File: config.mk
export PLATFORM = sky130hd
export DESIGN_NAME = lsu_mem_port
export DESIGN_NICKNAME = d
export VERILOG_FILES = /design/src/rtl/lsu_pkg.sv /design/src/rtl/lsu_lane_align.sv /design/src/rtl/lsu_mem_port.sv
export SDC_FILE = /design/constraint.sdc
export NUM_CORES = 1
export LEC_CHECK = 0
export CAP_MARGIN = 20
export CORE_MARGIN = 2
export CORE_UTILIZATION = 35
export CTS_CLUSTER_SIZE = 20
export DETAILED_ROUTE_END_ITERATION = 7
export PLACE_DENSITY_LB_ADDON = 0.12
export SLEW_MARGIN = 20
export SYNTH_ARGS = -nofsm -noshare
export SYNTH_HDL_FRONTEND = slang
export SYNTH_SLANG_ARGS = --single-unit
File: constraint.sdc
create_clock -name clk -period 4.4 [get_ports clk]
set_input_delay 0.66 -clock clk [delete_from_list [all_inputs] [get_ports clk]]
set_output_delay 0.66 -clock clk [all_outputs]
set_load 0.02 [all_outputs]
File: src/rtl/lsu_pkg.sv
// Shared definitions for the load/store unit: RV32 width codes, FSM states and
// the byte-lane mask helper used by sub-word stores.
package lsu_pkg;

   localparam logic [2:0] LSU_B  = 3'b000;
   localparam logic [2:0] LSU_H  = 3'b001;
   localparam logic [2:0] LSU_W  = 3'b010;
   localparam logic [2:0] LSU_BU = 3'b100;
   localparam logic [2:0] LSU_HU = 3'b101;

   typedef enum logic [2:0] {
      IDLE,
      LOAD,
      RMW_RD,
      WRITE,
      RESP
   } lsu_state_e;

   // One bit per byte of the 32-bit word touched by an access of this width.
   function automatic logic [3:0] lane_mask(input logic [2:0] funct3, input logic [1:0] addr_lo);
      logic [3:0] m;
      case (funct3)
         LSU_B, LSU_BU: m = 4'b0001 << addr_lo;
         LSU_H, LSU_HU: m = addr_lo[1] ? 4'b1100 : 4'b0011;
         default:       m = 4'b1111;
      endcase
      return m;
   endfunction

endpackage

File: src/rtl/lsu_lane_align.sv
// Combinational lane logic: load extraction with sign/zero extension, and
// merging of byte/halfword store data into a word read from RAM.
module lsu_lane_align
   import lsu_pkg::*;
(
   input  logic [31:0] word,
   input  logic [1:0]  addr_lo,
   input  logic [2:0]  funct3,
   input  logic [31:0] wdata,
   output logic [31:0] load_data,
   output logic [31:0] merged_word
);

   function automatic logic [31:0] extract(input logic [31:0] w, input logic [1:0] a,
                                           input logic [2:0] f);
      logic [31:0]        sh;
      logic [15:0]        h;
      logic signed [7:0]  b_s;
      logic signed [15:0] h_s;
      logic signed [31:0] ext;
      sh  = w >> {a, 3'b000};
      h   = a[1] ? w[31:16] : w[15:0];
      b_s = sh[7:0];
      h_s = h;
      case (f)
         LSU_B: begin
            ext = b_s;
            return ext;
         end
         LSU_H: begin
            ext = h_s;
            return ext;
         end
         LSU_BU:  return {24'b0, sh[7:0]};
         LSU_HU:  return {16'b0, h};
         default: return w;
      endcase
   endfunction

   function automatic logic [31:0] merge(input logic [31:0] w, input logic [1:0] a,
                                         input logic [2:0] f, input logic [31:0] wd);
      logic [3:0]  m;
      logic [31:0] rep;
      logic [31:0] res;
      m = lane_mask(f, a);
      case (f)
         LSU_B, LSU_BU: rep = {4{wd[7:0]}};
         LSU_H, LSU_HU: rep = {2{wd[15:0]}};
         default:       rep = wd;
      endcase
      for (int i = 0; i < 4; i++) begin
         res[8*i +: 8] = m[i] ? rep[8*i +: 8] : w[8*i +: 8];
      end
      return res;
   endfunction

   assign load_data   = extract(word, addr_lo, funct3);
   assign merged_word = merge(word, addr_lo, funct3, wdata);

endmodule

File: src/rtl/lsu_mem_port.sv
// Load/store unit driving a word-wide RAM port; sub-word stores use read-modify-write.
// Build option: define LSU_MISALIGN_ERR_EN to report misaligned accesses as errors.
module lsu_mem_port
   import lsu_pkg::*;
#(
   parameter int ADDR_WIDTH = 32
) (
   input  logic                  clk,
   input  logic                  rst_n,
   input  logic                  req_valid,
   output logic                  req_ready,
   input  logic                  req_we,
   input  logic [2:0]            req_funct3,
   input  logic [ADDR_WIDTH-1:0] req_addr,
   input  logic [31:0]           req_wdata,
   output logic                  resp_valid,
   input  logic                  resp_ready,
   output logic [31:0]           resp_rdata,
   output logic                  resp_err,
   output logic [ADDR_WIDTH-1:0] mem_addr,
   output logic                  mem_we,
   output logic [31:0]           mem_wd,
   input  logic [31:0]           mem_rd
);

   lsu_state_e            state, state_nxt;
   logic                  accept;
   logic                  misalign;
   logic [2:0]            funct3_in;
   logic [ADDR_WIDTH-1:0] addr_in;

   logic [ADDR_WIDTH-1:0] addr_p0;
   logic [2:0]            funct3_p0;
   logic [31:0]           wdata_p0;
   logic [31:0]           merge_p0;

   logic [31:0]           load_data;
   logic [31:0]           merged_word;

   assign req_ready = (state == IDLE);
   assign accept    = req_valid && req_ready;

   // Request decode: unknown width codes behave as W.
   always_comb begin
      funct3_in = req_funct3;
      if (!(req_funct3 inside {LSU_B, LSU_H, LSU_W, LSU_BU, LSU_HU})) funct3_in = LSU_W;
      addr_in  = req_addr;
      misalign = 1'b0;
`ifdef LSU_MISALIGN_ERR_EN
      case (funct3_in)
         LSU_H, LSU_HU: misalign = req_addr[0];
         LSU_W:         misalign = |req_addr[1:0];
         default:       ;
      endcase
`else
      case (funct3_in)
         LSU_H, LSU_HU: addr_in[0]   = 1'b0;
         LSU_W:         addr_in[1:0] = 2'b00;
         default:       ;
      endcase
`endif
   end

   always_comb begin
      state_nxt = state;
      case (state)
         IDLE: begin
            if (accept) begin
               if (misalign)                state_nxt = RESP;
               else if (!req_we)            state_nxt = LOAD;
               else if (funct3_in == LSU_W) state_nxt = WRITE;
               else                         state_nxt = RMW_RD;
            end
         end
         LOAD:    state_nxt = RESP;
         RMW_RD:  state_nxt = WRITE;
         WRITE:   state_nxt = RESP;
         RESP:    if (resp_ready) state_nxt = IDLE;
         default: state_nxt = IDLE;
      endcase
   end

   // Control and response registers.
   always_ff @(posedge clk or negedge rst_n) begin
      if (!rst_n) begin
         state      <= IDLE;
         resp_rdata <= '0;
         resp_err   <= 1'b0;
      end else begin
         state <= state_nxt;
         if (accept) begin
            resp_rdata <= '0;
            resp_err   <= misalign;
         end else if (state == LOAD) begin
            resp_rdata <= load_data;
         end
      end
   end

   // Request fields and RMW merge word; only observed outside IDLE.
   always_ff @(posedge clk) begin
      if (accept) begin
         addr_p0   <= addr_in;
         funct3_p0 <= funct3_in;
         wdata_p0  <= req_wdata;
      end
      if (state == RMW_RD) merge_p0 <= merged_word;
   end

   lsu_lane_align u_lane_align (
      .word        (mem_rd),
      .addr_lo     (addr_p0[1:0]),
      .funct3      (funct3_p0),
      .wdata       (wdata_p0),
      .load_data   (load_data),
      .merged_word (merged_word)
   );

   // RAM port decoded from state alone so reset drops mem_we immediately.
   always_comb begin
      mem_we     = (state == WRITE);
      resp_valid = (state == RESP);
      mem_addr   = '0;
      mem_wd     = '0;
      if (state inside {LOAD, RMW_RD, WRITE}) mem_addr = {addr_p0[ADDR_WIDTH-1:2], 2'b00};
      if (state == WRITE) mem_wd = (funct3_p0 == LSU_W) ? wdata_p0 : merge_p0;
   end

endmodule

==> results of run 1 <==
-- worst min-delay path, stage by stage (launching register included) --
cell,delay (ns)
dfrtp_1,0.33
nand2_1,0.05
nand2_1,0.05
-- power groups by stage --
stage                     sequential, uW  clock, uW  combinational [uW]
after floorplan                     2100          0                1160
after global placement              2050          0                2150
after detailed placement            2050          0                2180
after CTS                           2030       1310                2200
after global routing                2070       1360                2360
final                               2030       1280                2180
-- sequential cells by signal, summed over array words and instances, names as in the netlist --
signal / count
addr_p0: 32
funct3_p0: 3
merge_p0: 32
resp_rdata: 32
state: 3
wdata_p0: 32
-- synthesized netlist by cell type, types with 3 or more instances --
cell      count  area, um^2
a22o_1       10       87.58
nand2_1     103       386.6
nand2b_1     25       156.4
a32o_1        7       70.07
nor2b_1       3       18.77
dfrtp_1      35       875.8
nor2_1       11       41.29
and2_1       31       193.9
buf_4         5       37.54
clkbuf_1     19       71.32
a21oi_1      49       245.2
nor3_1        6       30.03
mux2_2       10       112.6
nor3b_1       4       30.03
inv_1         6       22.52
edfxtp_1     99        2973
o21ai_0      33       165.2
mux2i_1      32       320.3
o221ai_1      7       61.31
a22o_2        6       60.06
buf_2        12       60.06
-- kinds of logic after synthesis --
logic type / Yosys count / synth area share, %
flops: 134 / 61.71
simple gates: 191 / 14.72
mux: 43 / 7.182
compound gates: 124 / 12.94
buf+inv: 45 / 3.390
other cells: 1 / 0.06012
-- area by class of cell --
cell class                 count  share of cell area (%)
sequential                   134                   42.89
multi-input combinational    361                   24.55
timing repair buffer         212                   23.31
clock buffer                  28                   5.661
tap                          225                   3.137
inverter                       6                  0.2510
clock inverter                 3                  0.1952
-- per-layer routing --
layer  track usage [%]  part of all wire, %  vias to the layer above
met2             33.50                   47                      234
met3             6.843                  8.7                       19
met1             26.51                   42                     2432
met5                 0                    0                        -
li1                  -                    -                     2309
met4             8.190                  1.9                        0
-- through the flow --
step                      instance area [um^2]  std cells  hold slack (ns)  total power [uW]  setup slack (ns)
after floorplan                           6245        540           0.3644              3261            0.9668
after global placement                    8444        938           0.4593              4198             1.419
after detailed placement                  8444        938           0.4574              4234             1.341
after CTS                                 8970        969           0.4698              5541            0.8839
after global routing                      8974        969           0.5053              5790            0.7211
final                                     8974        969           0.4652              5492            0.9189
-- worst paths after layout --
| check | end | slack, ns | depth (start not counted) |
|---|---|---|---|
| setup / recovery | mem_wd[31] | 0.92 | 6 |
| hold / removal | resp_rdata[1]$_DFFE_PN0P_ | 0.47 | 2 |
| setup reg to reg | merge_p0[3]$_DFFE_PP_ | 1.98 | 3 |
| hold reg to reg | resp_rdata[1]$_DFFE_PN0P_ | 0.47 | 2 |
| max in group asynchronous | resp_rdata[13]$_DFFE_PN0P_ | 3.41 | 2 |
| min in group asynchronous | state[2]$_DFFE_PN0P_ | 0.66 | 2 |
==> results.py, run 1 <==
metrics = {
    "synthesis": {
        "syn_area_per_cell_um2": 11.59,
        "synth-seq-cells": 134,
        "yosysSeqAreaShare_pct": 61.71,
        "syn_area_um2": 6237,
        "ys.flop_type": "edfxtp_1",
        "synth_cells": 538,
        "yosys.cell_types.count": 43,
        "yosys_warnings": 0,
        "async_reset_ff_share_pct": 26.12,
        "synth-edff-count": 99,
    },
    "grt": {
        "grt_pass1_vias": 5186,
        "grt_pass1_wl_mm": 29.17,
        "gr-total-overflow": 0,
        "track_usage_pct": 21.00,
        "antenna_found_initial": 0,
        "grt_max_degree": 54,
    },
    "floorplanning": {
        "coreArea_um2": 17360,
        "initial_core_util_pct": 35.94,
        "rows": 48,
        "floorplan.die.width_um": 137.5,
        "io_pins": 204,
        "die_h_um": 137.5,
        "die_area_um2": 18900,
    },
    "pwr": {
        "combPwrFrac_pct": 39.7,
        "p_sw_share_pct": 35.46,
        "p_switching_uw": 1947,
        "p_int_uw": 3545,
        "p_leak_uw": 0.003368,
        "p_per_area_nw_per_um2": 612.0,
        "p_seq_share_pct": 37.0,
        "p_clk_share_pct": 23.4,
        "ir_drop_mv": 0.3106,
    },
    "cts": {
        "cts_max_level": 4,
        "clk_path_buf_depth": 2,
        "cts-hold-fix-buffers": 0,
        "cts_resized": 0,
        "cts_setup_buffers": 0,
        "cts-root-buf": "clkbuf_16",
        "cts.sinks": 134,
        "clkTransAtPathRegs_ns": 0.05,
        "clk_latency_ns": 0.42,
        "cts_inserted_buffers": 17,
        "cts_tree": "yes",
    },
    "cells_and_area": {
        "syn2layout_area_growth_pct": 43.87,
        "final_nets": 836,
        "area.sequential_um2": 3849,
        "final_cell_mix": "clkdlybuf4s50_1 (200), nand2_1 (103), edfxtp_1 (99)",
        "multi_input_area_um2": 2203,
        "num-fill-cells": 1533,
        "drive_above_1_share_pct": 8.468,
        "finish.utilization_pct": 51.70,
        "layout_commonest_cell": "clkdlybuf4s50_1",
        "antenna_cells": 0,
    },
    "critical_path": {
        "cp-start-kind": "flop",
        "cp_cell_sequence": "buf_4 > or3_1 > buf_4 > nand2_1 > a21oi_1 > clkdlybuf4s50_1",
        "path_common_cell": "buf_4",
        "crit_path_max_fanout": 20,
        "cp_num_buf_inv": 3,
        "critPathArrivalTime_ns": 2.82,
        "crit_slowest_cell": "or3_1",
        "critical_path_class": "reg2out",
        "crit_required_ns": 3.74,
        "critPathLaunch": "funct3_p0[0]$_DFFE_PP_",
        "slowest_delay_ns": 0.64,
        "reg2reg_from": "addr_p0[1]$_SDFFCE_PN0P_",
        "end_kind": "primary output",
        "critPathTopFamily": "buffers and inverters",
    },
    "detailed_routing": {
        "dr.pass1.iters": 5,
        "drtIter0Drc": 357,
        "routedWlPerCell_um": 19.81,
        "vias": 4994,
        "routed_via_density": 5.154,
        "drc": 0,
        "drtAntennaViolNets": 0,
        "wirelength_mm": 19.19,
    },
    "hold_path": {
        "hold_class": "reg2reg",
        "min-delay-start": "resp_rdata[1]$_DFFE_PN0P_",
    },
    "timing": {
        "worst_pin_slew_ns": 0.8785,
        "fin_crit_ns": 3.481,
        "fin_skew_ns": 0.01285,
        "hold_viol": 0,
        "finalSetupViolCount": 0,
        "tns_ns": 0,
        "slew_viol_final": 0,
        "max_freq_mhz": 287.3,
        "period_share_pct": 79.11,
        "relSlewSlack_pct": 41.43,
        "rsz0062_at_grt": "no",
    },
    "place": {
        "dp_hpwl_mm": 13.70,
        "place.gp.congestion": 0.8045,
        "io_buffer_count": 200,
    },
    "flow_run": {
        "cap_violations": 0,
    },
    "status": {
        "status": "completed",
    },
}
Note: power is estimated with default switching activity, not from simulation.
==> inputs of run 2 (changes only) <==
==> constraint.sdc (replaced) <==
create_clock -name clk -period 3.5 [get_ports clk]
set_input_delay 0.525 -clock clk [delete_from_list [all_inputs] [get_ports clk]]
set_output_delay 0.525 -clock clk [all_outputs]
set_load 0.02 [all_outputs]
==> run 2 against run 1 <==
Total power increased by 27%. Global-route usage decreased by 0.40 points. Combinational power increased by 25%. Critical path type unchanged. Highest routed layer unchanged.
==> results.py, run 2 (same netlist as run 1, synthesis figures left out) <==
metrics = {
    "status": {
        "status": "completed",
    },
    "critical_path": {
        "end_kind": "primary output",
        "slowest_delay_ns": 0.65,
        "crit_path_max_fanout": 32,
        "crit_required_ns": 2.97,
        "cp_cell_sequence": "or3_1 > buf_4 > nand2_1 > a21oi_1 > clkdlybuf4s50_1",
        "critical_path_class": "reg2out",
        "crit_slowest_cell": "clkdlybuf4s50_1",
        "cp-start-kind": "flop",
        "cp_num_buf_inv": 2,
        "critPathTopFamily": "buffers and inverters",
        "critPathArrivalTime_ns": 2.47,
    },
    "cts": {
        "cts-root-buf": "clkbuf_16",
        "clk_latency_ns": 0.42,
        "clkTransAtPathRegs_ns": 0.06,
        "cts_resized": 0,
        "cts_tree": "yes",
        "clk_path_buf_depth": 2,
        "cts-hold-fix-buffers": 0,
        "cts_setup_buffers": 0,
        "cts_max_level": 4,
        "cts_inserted_buffers": 17,
        "cts.sinks": 134,
    },
    "grt": {
        "grt_use_met1_pct": 25.69,
        "gr-usage-met2_pct": 32.48,
        "grt_pass1_vias": 5044,
        "busiest_layer": "met2",
        "track_usage_pct": 20.61,
        "grt_util_met3_pct": 7.837,
        "grt_max_degree": 54,
        "grt_pass1_wl_mm": 28.68,
        "gr-total-overflow": 0,
        "antenna_found_initial": 1,
    },
    "floorplanning": {
        "io_pins": 204,
        "floorplan.die.width_um": 137.5,
        "rows": 48,
        "die_h_um": 137.5,
        "die_area_um2": 18900,
        "coreArea_um2": 17360,
        "initial_core_util_pct": 35.94,
    },
    "cells_and_area": {
        "layout_commonest_cell": "clkdlybuf4s50_1",
        "final_cell_mix": "clkdlybuf4s50_1 (200), nand2_1 (103), edfxtp_1 (99)",
        "syn2layout_area_growth_pct": 44.55,
        "num-fill-cells": 1520,
        "drive_above_1_share_pct": 9.274,
        "final_nets": 835,
    },
    "timing": {
        "tns_ns": 0,
        "fin_crit_ns": 2.999,
        "fin_skew_ns": 0.007304,
        "period_share_pct": 85.68,
        "hold_viol": 0,
        "slew_viol_final": 0,
        "relSlewSlack_pct": 38.83,
        "rsz0062_at_grt": "no",
        "worst_pin_slew_ns": 0.9156,
        "finalSetupViolCount": 0,
        "max_freq_mhz": 333.5,
    },
    "detailed_routing": {
        "drtIter0Drc": 350,
        "drtAntennaViolNets": 0,
        "routedWlPerCell_um": 19.38,
        "drc": 0,
        "routed_via_density": 5.067,
        "dr.pass1.iters": 4,
        "vias": 4915,
        "wirelength_mm": 18.80,
    },
    "place": {
        "place.gp.congestion": 0.8292,
        "dp_hpwl_mm": 13.39,
        "io_buffer_count": 200,
    },
    "pwr": {
        "p_total_uw": 6994,
        "p_leak_uw": 0.003371,
        "ir_drop_mv": 0.3990,
        "p_per_area_nw_per_um2": 775.7,
    },
    "flow_run": {
        "cap_violations": 0,
    },
    "hold_path": {
        "hold_class": "reg2reg",
    },
}
[run 2: worst paths after layout]
| path | depth (start not counted) | start | end | slack, ns |
|---|---|---|---|---|
| max | 5 | funct3_p0[0]$_DFFE_PP_ | mem_wd[12] | 0.50 |
| min | 2 | resp_rdata[2]$_DFFE_PN0P_ | resp_rdata[2]$_DFFE_PN0P_ | 0.47 |
| max reg2reg | 3 | addr_p0[1]$_SDFFCE_PN0P_ | merge_p0[1]$_DFFE_PP_ | 1.05 |
| min reg2reg | 2 | resp_rdata[2]$_DFFE_PN0P_ | resp_rdata[2]$_DFFE_PN0P_ | 0.47 |
| max in group asynchronous | 2 | rst_n | resp_rdata[29]$_DFFE_PN0P_ | 2.65 |
| min in group asynchronous | 2 | rst_n | state[2]$_DFFE_PN0P_ | 0.52 |
[run 2: through the flow]
step	cell area (um^2)	hold WS [ns]	worst slack, ns	instances	util [%]
global placement	8449	0.4563	0.9770	937	48.68
CTS	9014	0.4722	0.4686	969	51.93
finish	9016	0.4701	0.5012	970	51.95
detailed placement	8449	0.4596	0.9326	937	48.68
floorplan	6245	0.2294	0.06678	540	-
global route	9014	0.5128	0.3277	969	51.93
[run 2: layout make-up]
| cell class | instances | area [um^2] | share of cell area, % |
|---|---|---|---|
| Inverter | 6 | 22.52 | 0.2498 |
| Clock buffer | 17 | 425.4 | 4.718 |
| Antenna cell | 1 | 2.502 | 0.02775 |
| Clock inverter | 15 | 138.9 | 1.540 |
| Sequential cell | 134 | 3849 | 42.69 |
| Timing Repair Buffer | 211 | 2097 | 23.26 |
| Multi-Input combinational cell | 361 | 2200 | 24.40 |
| Tap cell | 225 | 281.5 | 3.122 |
[run 2: worst reg2reg max path, delay by kind of cell (launching register included)]
family,cells,cell delay [ns]
AO/OA/AOI/OAI,1,0.75
flip-flops,1,0.81
buffers and inverters,1,0.21
multiplexers,1,0.42
[run 2: power by group]
group	switching, uW	total [uW]	internal (uW)
logic	1520	2720	1200
clock network	677	1710	1030
registers	285	2570	2280
[run 2: metal layers]
metal	vias up	wire length, um
li1	2314	-
met1	2368	7794
met2	208	8855
met3	25	1683
met4	0	470
met5	-	0
